[config.mk]
export PLATFORM = sky130hd
export DESIGN_NAME = frame_transfer_fifo
export DESIGN_NICKNAME = d
export VERILOG_FILES = /design/src/rtl/frame_transfer_fifo.sv
export SDC_FILE = /design/constraint.sdc
export NUM_CORES = 1
export LEC_CHECK = 0
export ABC_AREA = 1
export CAP_MARGIN = 10
export CORE_ASPECT_RATIO = 0.9
export CORE_MARGIN = 2
export CORE_UTILIZATION = 45
export CTS_BUF_LIST = sky130_fd_sc_hd__clkbuf_4 sky130_fd_sc_hd__clkbuf_8
export CTS_CLUSTER_SIZE = 8
export DETAILED_ROUTE_END_ITERATION = 16
export PLACE_DENSITY = 0.69
export SYNTH_ARGS = -nofsm -noshare
export SYNTH_HDL_FRONTEND = slang
export SYNTH_SLANG_ARGS = --single-unit
[constraint.sdc]
create_clock -name ul1Clock -period 3.2 [get_ports ul1Clock]
set_clock_uncertainty 0.2 [all_clocks]
set_input_delay 0.64 -clock ul1Clock [delete_from_list [all_inputs] [get_ports ul1Clock]]
set_output_delay 0.64 -clock ul1Clock [all_outputs]
set_load 0.03 [all_outputs]
[src/rtl/frame_transfer_fifo.sv]
// frame_transfer_fifo
//   Elastic buffer for the frame transfer bus. Source beats (type, pixel, end
//   flag) are stored in a DEPTH-entry first-word-fall-through FIFO and presented
//   on the destination side with valid/ready backpressure. It also tracks how
//   many complete macroblocks are held.
//
//   Optional feature macro: FRAME_TRANSFER_FIFO_STATS_EN
//     defined     : ul32BeatCount / ul32MacroBlockCount count delivered beats and
//                   macroblocks, saturating, cleared only by ul1Reset.
//     not defined : both statistics outputs are tied to 0.
//
// Ports
//   ul1Clock, ul1Reset                  clock, synchronous active-high reset
//   ul1InActive/ulInMacroBlockType/
//   ulInPixelData/ul1InMacroBlockEnd    source beat
//   ul1InReady, ul1InAlmostFull         source backpressure / occupancy warning
//   ul1OutReset_n                       registered reset forwarded to destination
//   ul1OutActive/ulOutMacroBlockType/
//   ulOutPixelData/ul1OutMacroBlockEnd  destination beat (head entry)
//   ul1OutReady                         destination backpressure
//   ul1MacroBlockAvail                  at least one complete macroblock held
//   ul32BeatCount, ul32MacroBlockCount  delivery statistics
module frame_transfer_fifo #(
  parameter int unsigned PIXEL_WIDTH  = 24,
  parameter int unsigned MBTYPE_WIDTH = 4,
  parameter int unsigned DEPTH        = 16,
  parameter int unsigned AFULL_LEVEL  = 12
) (
  input  logic                    ul1Clock,
  input  logic                    ul1Reset,
  input  logic                    ul1InActive,
  input  logic [MBTYPE_WIDTH-1:0] ulInMacroBlockType,
  input  logic [PIXEL_WIDTH-1:0]  ulInPixelData,
  input  logic                    ul1InMacroBlockEnd,
  output logic                    ul1InReady,
  output logic                    ul1InAlmostFull,
  output logic                    ul1OutReset_n,
  output logic                    ul1OutActive,
  output logic [MBTYPE_WIDTH-1:0] ulOutMacroBlockType,
  output logic [PIXEL_WIDTH-1:0]  ulOutPixelData,
  output logic                    ul1OutMacroBlockEnd,
  input  logic                    ul1OutReady,
  output logic                    ul1MacroBlockAvail,
  output logic [31:0]             ul32BeatCount,
  output logic [31:0]             ul32MacroBlockCount
);

  localparam int unsigned AW = $clog2(DEPTH);
  localparam int unsigned CW = AW + 1;

  typedef struct packed {
    logic [MBTYPE_WIDTH-1:0] mb_type;
    logic [PIXEL_WIDTH-1:0]  pixel;
    logic                    mb_end;
  } beat_t;

  beat_t           mem [DEPTH];
  beat_t           in_beat;
  beat_t           out_beat;
  beat_t           head_next;
  logic [AW-1:0]   wr_ptr;
  logic [AW-1:0]   rd_ptr;
  logic [AW-1:0]   rd_ptr_next;
  logic [CW-1:0]   occ;
  logic [CW-1:0]   occ_next;
  logic [CW-1:0]   mb_cnt;
  logic [CW-1:0]   mb_cnt_next;
  logic            push;
  logic            pop;

  assign in_beat = '{mb_type: ulInMacroBlockType, pixel: ulInPixelData, mb_end: ul1InMacroBlockEnd};
  assign push    = ul1InActive & ul1InReady;
  assign pop     = ul1OutActive & ul1OutReady;

  // Next occupancy, macroblock count and the entry that will be at the head.
  always_comb begin
    occ_next    = occ;
    mb_cnt_next = mb_cnt;
    rd_ptr_next = rd_ptr;
    head_next   = '0;

    case ({push, pop})
      2'b10:   occ_next = occ + CW'(1);
      2'b01:   occ_next = occ - CW'(1);
      default: occ_next = occ;
    endcase

    case ({push & ul1InMacroBlockEnd, pop & ul1OutMacroBlockEnd})
      2'b10:   mb_cnt_next = mb_cnt + CW'(1);
      2'b01:   mb_cnt_next = mb_cnt - CW'(1);
      default: mb_cnt_next = mb_cnt;
    endcase

    if (pop) begin
      rd_ptr_next = rd_ptr + AW'(1);
    end

    // The incoming beat lands on the new head slot only when it is the sole entry.
    if (occ_next != '0) begin
      if (push && (wr_ptr == rd_ptr_next)) begin
        head_next = in_beat;
      end else begin
        head_next = mem[rd_ptr_next];
      end
    end
  end

  // Storage array; not reset, entries are only read once written.
  always_ff @(posedge ul1Clock) begin
    if (push) begin
      mem[wr_ptr] <= in_beat;
    end
  end

  // Pointers, counters and registered outputs.
  always_ff @(posedge ul1Clock) begin
    if (ul1Reset) begin
      wr_ptr             <= '0;
      rd_ptr             <= '0;
      occ                <= '0;
      mb_cnt             <= '0;
      out_beat           <= '0;
      ul1InReady         <= 1'b0;
      ul1InAlmostFull    <= 1'b0;
      ul1OutActive       <= 1'b0;
      ul1MacroBlockAvail <= 1'b0;
      ul1OutReset_n      <= 1'b0;
    end else begin
      if (push) begin
        wr_ptr <= wr_ptr + AW'(1);
      end
      rd_ptr             <= rd_ptr_next;
      occ                <= occ_next;
      mb_cnt             <= mb_cnt_next;
      out_beat           <= head_next;
      ul1InReady         <= (occ_next != CW'(DEPTH));
      ul1InAlmostFull    <= (occ_next >= CW'(AFULL_LEVEL));
      ul1OutActive       <= (occ_next != '0);
      ul1MacroBlockAvail <= (mb_cnt_next != '0);
      ul1OutReset_n      <= 1'b1;
    end
  end

  assign ulOutMacroBlockType = out_beat.mb_type;
  assign ulOutPixelData      = out_beat.pixel;
  assign ul1OutMacroBlockEnd = out_beat.mb_end;

`ifdef FRAME_TRANSFER_FIFO_STATS_EN
  logic [31:0] beat_cnt;
  logic [31:0] mb_done_cnt;

  // Saturating delivery statistics.
  always_ff @(posedge ul1Clock) begin
    if (ul1Reset) begin
      beat_cnt    <= '0;
      mb_done_cnt <= '0;
    end else if (pop) begin
      if (beat_cnt != '1) begin
        beat_cnt <= beat_cnt + 32'd1;
      end
      if (ul1OutMacroBlockEnd && (mb_done_cnt != '1)) begin
        mb_done_cnt <= mb_done_cnt + 32'd1;
      end
    end
  end

  assign ul32BeatCount       = beat_cnt;
  assign ul32MacroBlockCount = mb_done_cnt;
`else
  assign ul32BeatCount       = '0;
  assign ul32MacroBlockCount = '0;
`endif

endmodule

* After elaboration in Yosys (flattened, before gate mapping)
Memory sizes are Yosys's and may differ from the RTL's. A register that Yosys moved wholly into a read port is not among the register bits. Index checks and enable logic that the tools add are counted. Widths: inputs -> output; s select.
Word-level totals: register bits 23, output and inout bits 98, input bits 33, logic and storage cells 36, bits in writable memories 464, memory bits (read-only) 0, bits in latches 0, memories kept 1
Cells by class: eq/ne operators 5, muxes and demuxes 6, order comparisons 1, multiply operators 0, bitwise operators 5, reductions and logical operators 3, div/mod/pow operators 0, shift-type cells 0, $add $sub $neg 6
Memory list:
- mem | depth 16, bits a word 29, rd ports 1, clocked after Yosys merged registers in 1, write ports 1, line 57 | beat_t mem [DEPTH];
Operator list (number):
- $pmux 5 s2 | 2
- $add 5x1->5 const B | 2
- $reduce_bool 5->1 | 2
- $sub 5x1->5 const B | 2
- $add 4x1->4 const B | 2
- $ge 5x4->1 const B | 1
- $ne 5x5->1 const B | 1
- $and 1x1->1 | 4
- $eq 2x1->1 const B | 2
- $eq 2x2->1 const B | 2
- $mux 4 | 1
- $mux 1 | 3
- $reduce_or 2->1 | 1
- $not 1->1 | 1

* Logic depth before layout (Yosys ltp)
depth in word-level cells 6, depth in mapped cells 17, mapped depth without buffers 16

* Worst setup path after synthesis
Ideal clock, no wire load.
kind input port to flip-flop, start point input port ul1InActive, end point memory mem[0][0] in the netlist's numbering (enable), data required time 2585 ps, setup slack 230 ps, buffers on the path 0, stages 4, setup time 415 ps, data arrival time 2355 ps, path through nand2_1 inv_1 nand2_1 nor2_1
Between the ends: word-level cells in the longest chain between the ends 3
Ends and longest elaborated chain:
- from (decl) | line 31 | input logic ul1InActive,
- $and 1x1->1 | line 72 | assign push = ul1InActive & ul1InReady;
- $mux 1 | line 110 | if (push) begin
- $mux 1 (not written as such) | line 111 | mem[wr_ptr] <= in_beat;
- to (decl) | line 57
Every way passes these cells.

* Worst setup path after layout
start point register out_beat, in the netlist ulOutPixelData[17], end point output port ulOutPixelData[17]
RTL lines:
- from (decl) | line 59 | beat_t out_beat;
- from (signal assigned) | line 135 | out_beat <= head_next;
- to (decl) | line 40 | output logic [PIXEL_WIDTH-1:0] ulOutPixelData,
No word-level cell between the ends.

==> summary.txt <==
Setup path
  • R2R depth: 16
  • Worst EP arrival: between 1.5 and 2 ns
  • Type of element capturing the critical path: primary output
  • R2r endpoint: ulOutPixelData[17]
  • FF-to-FF Start: ul1OutActive
  • CP max-delay cell: clkdlybuf4s50_1
  • Cell Chain, Critical Path: clkdlybuf4s50_1
  • CP Depth: 1
  • R2r setup slk: 0.65 ns
  • Crit-path leading delay family: buffers and inverters
  • Worst Setup Start Kind: register
  • Worst path max stage delay: between 0.7 and 0.8 ns
  • Worst-path maximum fanout: 1
  • Setup CP Type: reg -> out
  • Critical Path RT: 2.36 ns
  • Buf+Inv Stages, Crit Path: 1

Timing
  • Period utilisation layout: 83.1%
  • Slew @ Worst Pin: 0.622 ns
  • RSZ-0062 raised after global routing: no
  • Final setup viols: 0
  • Rel. slew slack: 58.4%
  • Slew Limit Fails: 0
  • Fmax: 376 MHz
  • Fin. Hold Viols: 0
  • Min cycle time layout: 2.66 ns

CTS
  • CTS Sinks: 516
  • Setup bufs post-CTS: 0
  • H-tree levels: 3
  • # hold bufs at CTS: 0
  • Clock Latency Late Sink: 0.67 ns
  • Clock-pin slew on the worst setup and hold paths: roughly 0.060 ns
  • Max clock buf depth: 3
  • Root Buffer: clkbuf_8
  • CTS tree: built
  • TritonCTS Buffers: 83
  • Post-cts sizing count: 0

Die
  • Initial Util: between 40% and 50%
  • Height of the die: 217 µm
  • Die area: 52,200 µm²
  • Die Width: 241 µm
  • Core area: 50,100 µm²
  • Cell Rows: 78
  • IO Pins: 131

GRT
  • Grt ovf: 0
  • Number of global-route vias before repair: 15.1k
  • Largest net degree at the start of global routing: a little under 100
  • First-pass GRT wire length: a little under 90,000 µm
  • GR Util All Layers: between 20% and 30%
  • Initial antenna violation count: 0

Routing
  • Pre-antenna DRT Iters: 5
  • Total number of vias: 15.6k
  • Antenna-violating nets left: 0
  • Routed len/inst: 19.0 µm
  • Initial DRC Count: 1,584
  • Routed wire length: 57,100 µm
  • DR vias/cell: between 5 and 6
  • Residual DRC: 0

Place
  • Detail Placement HPWL: 31,300 µm
  • Placer Congestion: 0.820
  • Number of port buffers: 66
  • Inst Count DP: 2,850

Synth
  • Cells after synthesis: 2,121
  • Synth warn: 0
  • Cell area after synthesis: 22,700 µm²
  • EDFF count, synth: 464
  • Distinct cell type count after synthesis: 35
  • Synth Register Bits: 516
  • Sequential area share after synthesis: 66.0%
  • Asr flop ratio synth: 0%
  • Synth Flop Type: edfxtp_1
  • Synthesized area per cell: 10.7 µm²

Outcome
  • Status: finished clean

Final layout
  • Finished Layout Cells: 3,003
  • # fillers: 4,225
  • Area Overhead vs Synth: 17.0%
  • Multi-input gate area: roughly 5800 µm²
  • Share of cells above drive strength 1: 12.1%
  • Post-layout util: 53.0%
  • Register area: 15,000 µm²
  • Final Net Count: approximately 2.3k

Pwr
  • Net switching power: around 6.6 mW
  • Cell Pwr Density: 741 nW/µm²
  • Reg power frac: 40.2%
  • Combinational share of power: 30.0%
  • Static leakage: between 10 and 15 nW
  • VDD IR max: between 0.0004 and 0.0005 V
  • Sw Ratio: 33.7%
  • Power Internal: 13.0 mW
  • Clk network pwr share: 29.8%

Worst hold path
  • Hold Path Depth: 3
  • Worst hold start: mb_cnt[4]
  • HP Class: reg -> reg
  • WHS Endpoint: mb_cnt[4]

Run
  • Max cap viols: 0
[registers in the layout (all words and copies together), names as in the netlist]
register             count
mem                    464
ulOutPixelData          24
mb_cnt                   5
occ                      5
rd_ptr                   4
ulOutMacroBlockType      4
wr_ptr                   4
ul1InAlmostFull          1
ul1InReady               1
ul1MacroBlockAvail       1
ul1OutActive             1
ul1OutMacroBlockEnd      1
ul1OutReset_n            1
[final cells by class]
| type | instances | share of cell area, % |
|---|---|---|
| antenna | 1 | 0.00944 |
| clock buffer | 137 | 6.07 |
| clock inverter | 15 | 0.481 |
| inverter | 331 | 4.68 |
| multi-input combinational | 1158 | 22.0 |
| sequential | 516 | 56.5 |
| tap | 680 | 3.21 |
| timing repair buffer | 165 | 7.04 |
[layout by cell type (no fill, tap or decap), types with 19 or more instances in the layout]
cell type          n
edfxtp_1         464
nand2_1          426
nand3_1          336
inv_1            324
clkbuf_8          93
o211ai_1          89
nand3b_1          75
clkdlybuf4s50_1   66
conb_1            64
buf_4             62
dfxtp_1           52
a21oi_1           51
clkbuf_4          44
buf_12            37
nor2_1            32
o21ai_0           19
[synth_stat cells (all sizes together) (2+ instances only)]
master  count  area (µm²)
nor2       50         193
clkbuf     44         165
nand4       2        18.8
xnor2       2        17.5
nand3b     76         583
o211ai     89         668
ha         10         125
dfxtp      52        1040
a21oi      51         255
edfxtp    464       13900
o21ai      21         109
inv       330        1240
xor2        4        35.0
nand3     338        1700
buf       135         845
nand2     431        1630
nor3       16        80.1
[stage by stage]
step	cell area (µm²)	TNS, ns	power [mW]	setup slack (ns)	hold slack, ns
CTS	26500	0	19.7	0.519	0.353
finish	26500	0	19.6	0.541	0.359
floorplan	22900	0	11.8	0.230	0.283
detailed placement	24800	-0.884	13.9	-0.0674	0.342
global placement	24800	0	13.7	0.0155	0.315
global route	26500	0	20.6	0.398	0.379
[how the worst max path moves through the flow]
stage / slack (ns) / startpoint / endpoint
after floorplan: 0.23 / ul1InActive / mem[0][0]
after global placement: 0.02 / ul1InActive / ul1MacroBlockAvail
after detailed placement: -0.07 / ul1InActive / ulOutPixelData[17]
after CTS: 0.52 / ulOutPixelData[5] / ulOutPixelData[5]
after global routing: 0.40 / ul1OutReady / ulOutPixelData[17]
final: 0.54 / ulOutPixelData[17] / ulOutPixelData[17]
[cell families (layout without fill, tap and decap cells)]
group | count (synthesis) | in the layout | synth area share [%]
flip-flops | 516 | 516 | 66.0
other | 1 | 65 | 0.0165
AND/OR/NAND/NOR | 915 | 915 | 18.6
multiplexers | 1 | 1 | 0.0441
XOR/XNOR | 6 | 6 | 0.232
adder cells (fa/ha/maj) | 10 | 10 | 0.552
buffers and inverters | 510 | 648 | 9.93
AO/OA/AOI/OAI | 162 | 162 | 4.59
[layer usage]
layer | GRT usage, % | wire [µm]
met5 | 0 | 0
met4 | 7.66 | 1480
met3 | 4.29 | 5120
met2 | 34.9 | 26300
met1 | 30.8 | 24200
[power by group through the flow]
stage | Clock [mW] | Sequential [mW] | Combinational, mW
6_report | 5.86 | 7.89 | 5.90
5_1_grt | 6.24 | 7.92 | 6.49
4_1_cts | 5.95 | 7.90 | 5.86
3_5_place_dp | 0 | 8.03 | 5.83
3_3_place_gp | 0 | 8.03 | 5.69
2_1_floorplan | 0 | 8.23 | 3.55
Note: power is estimated with default switching activity, not from simulation.
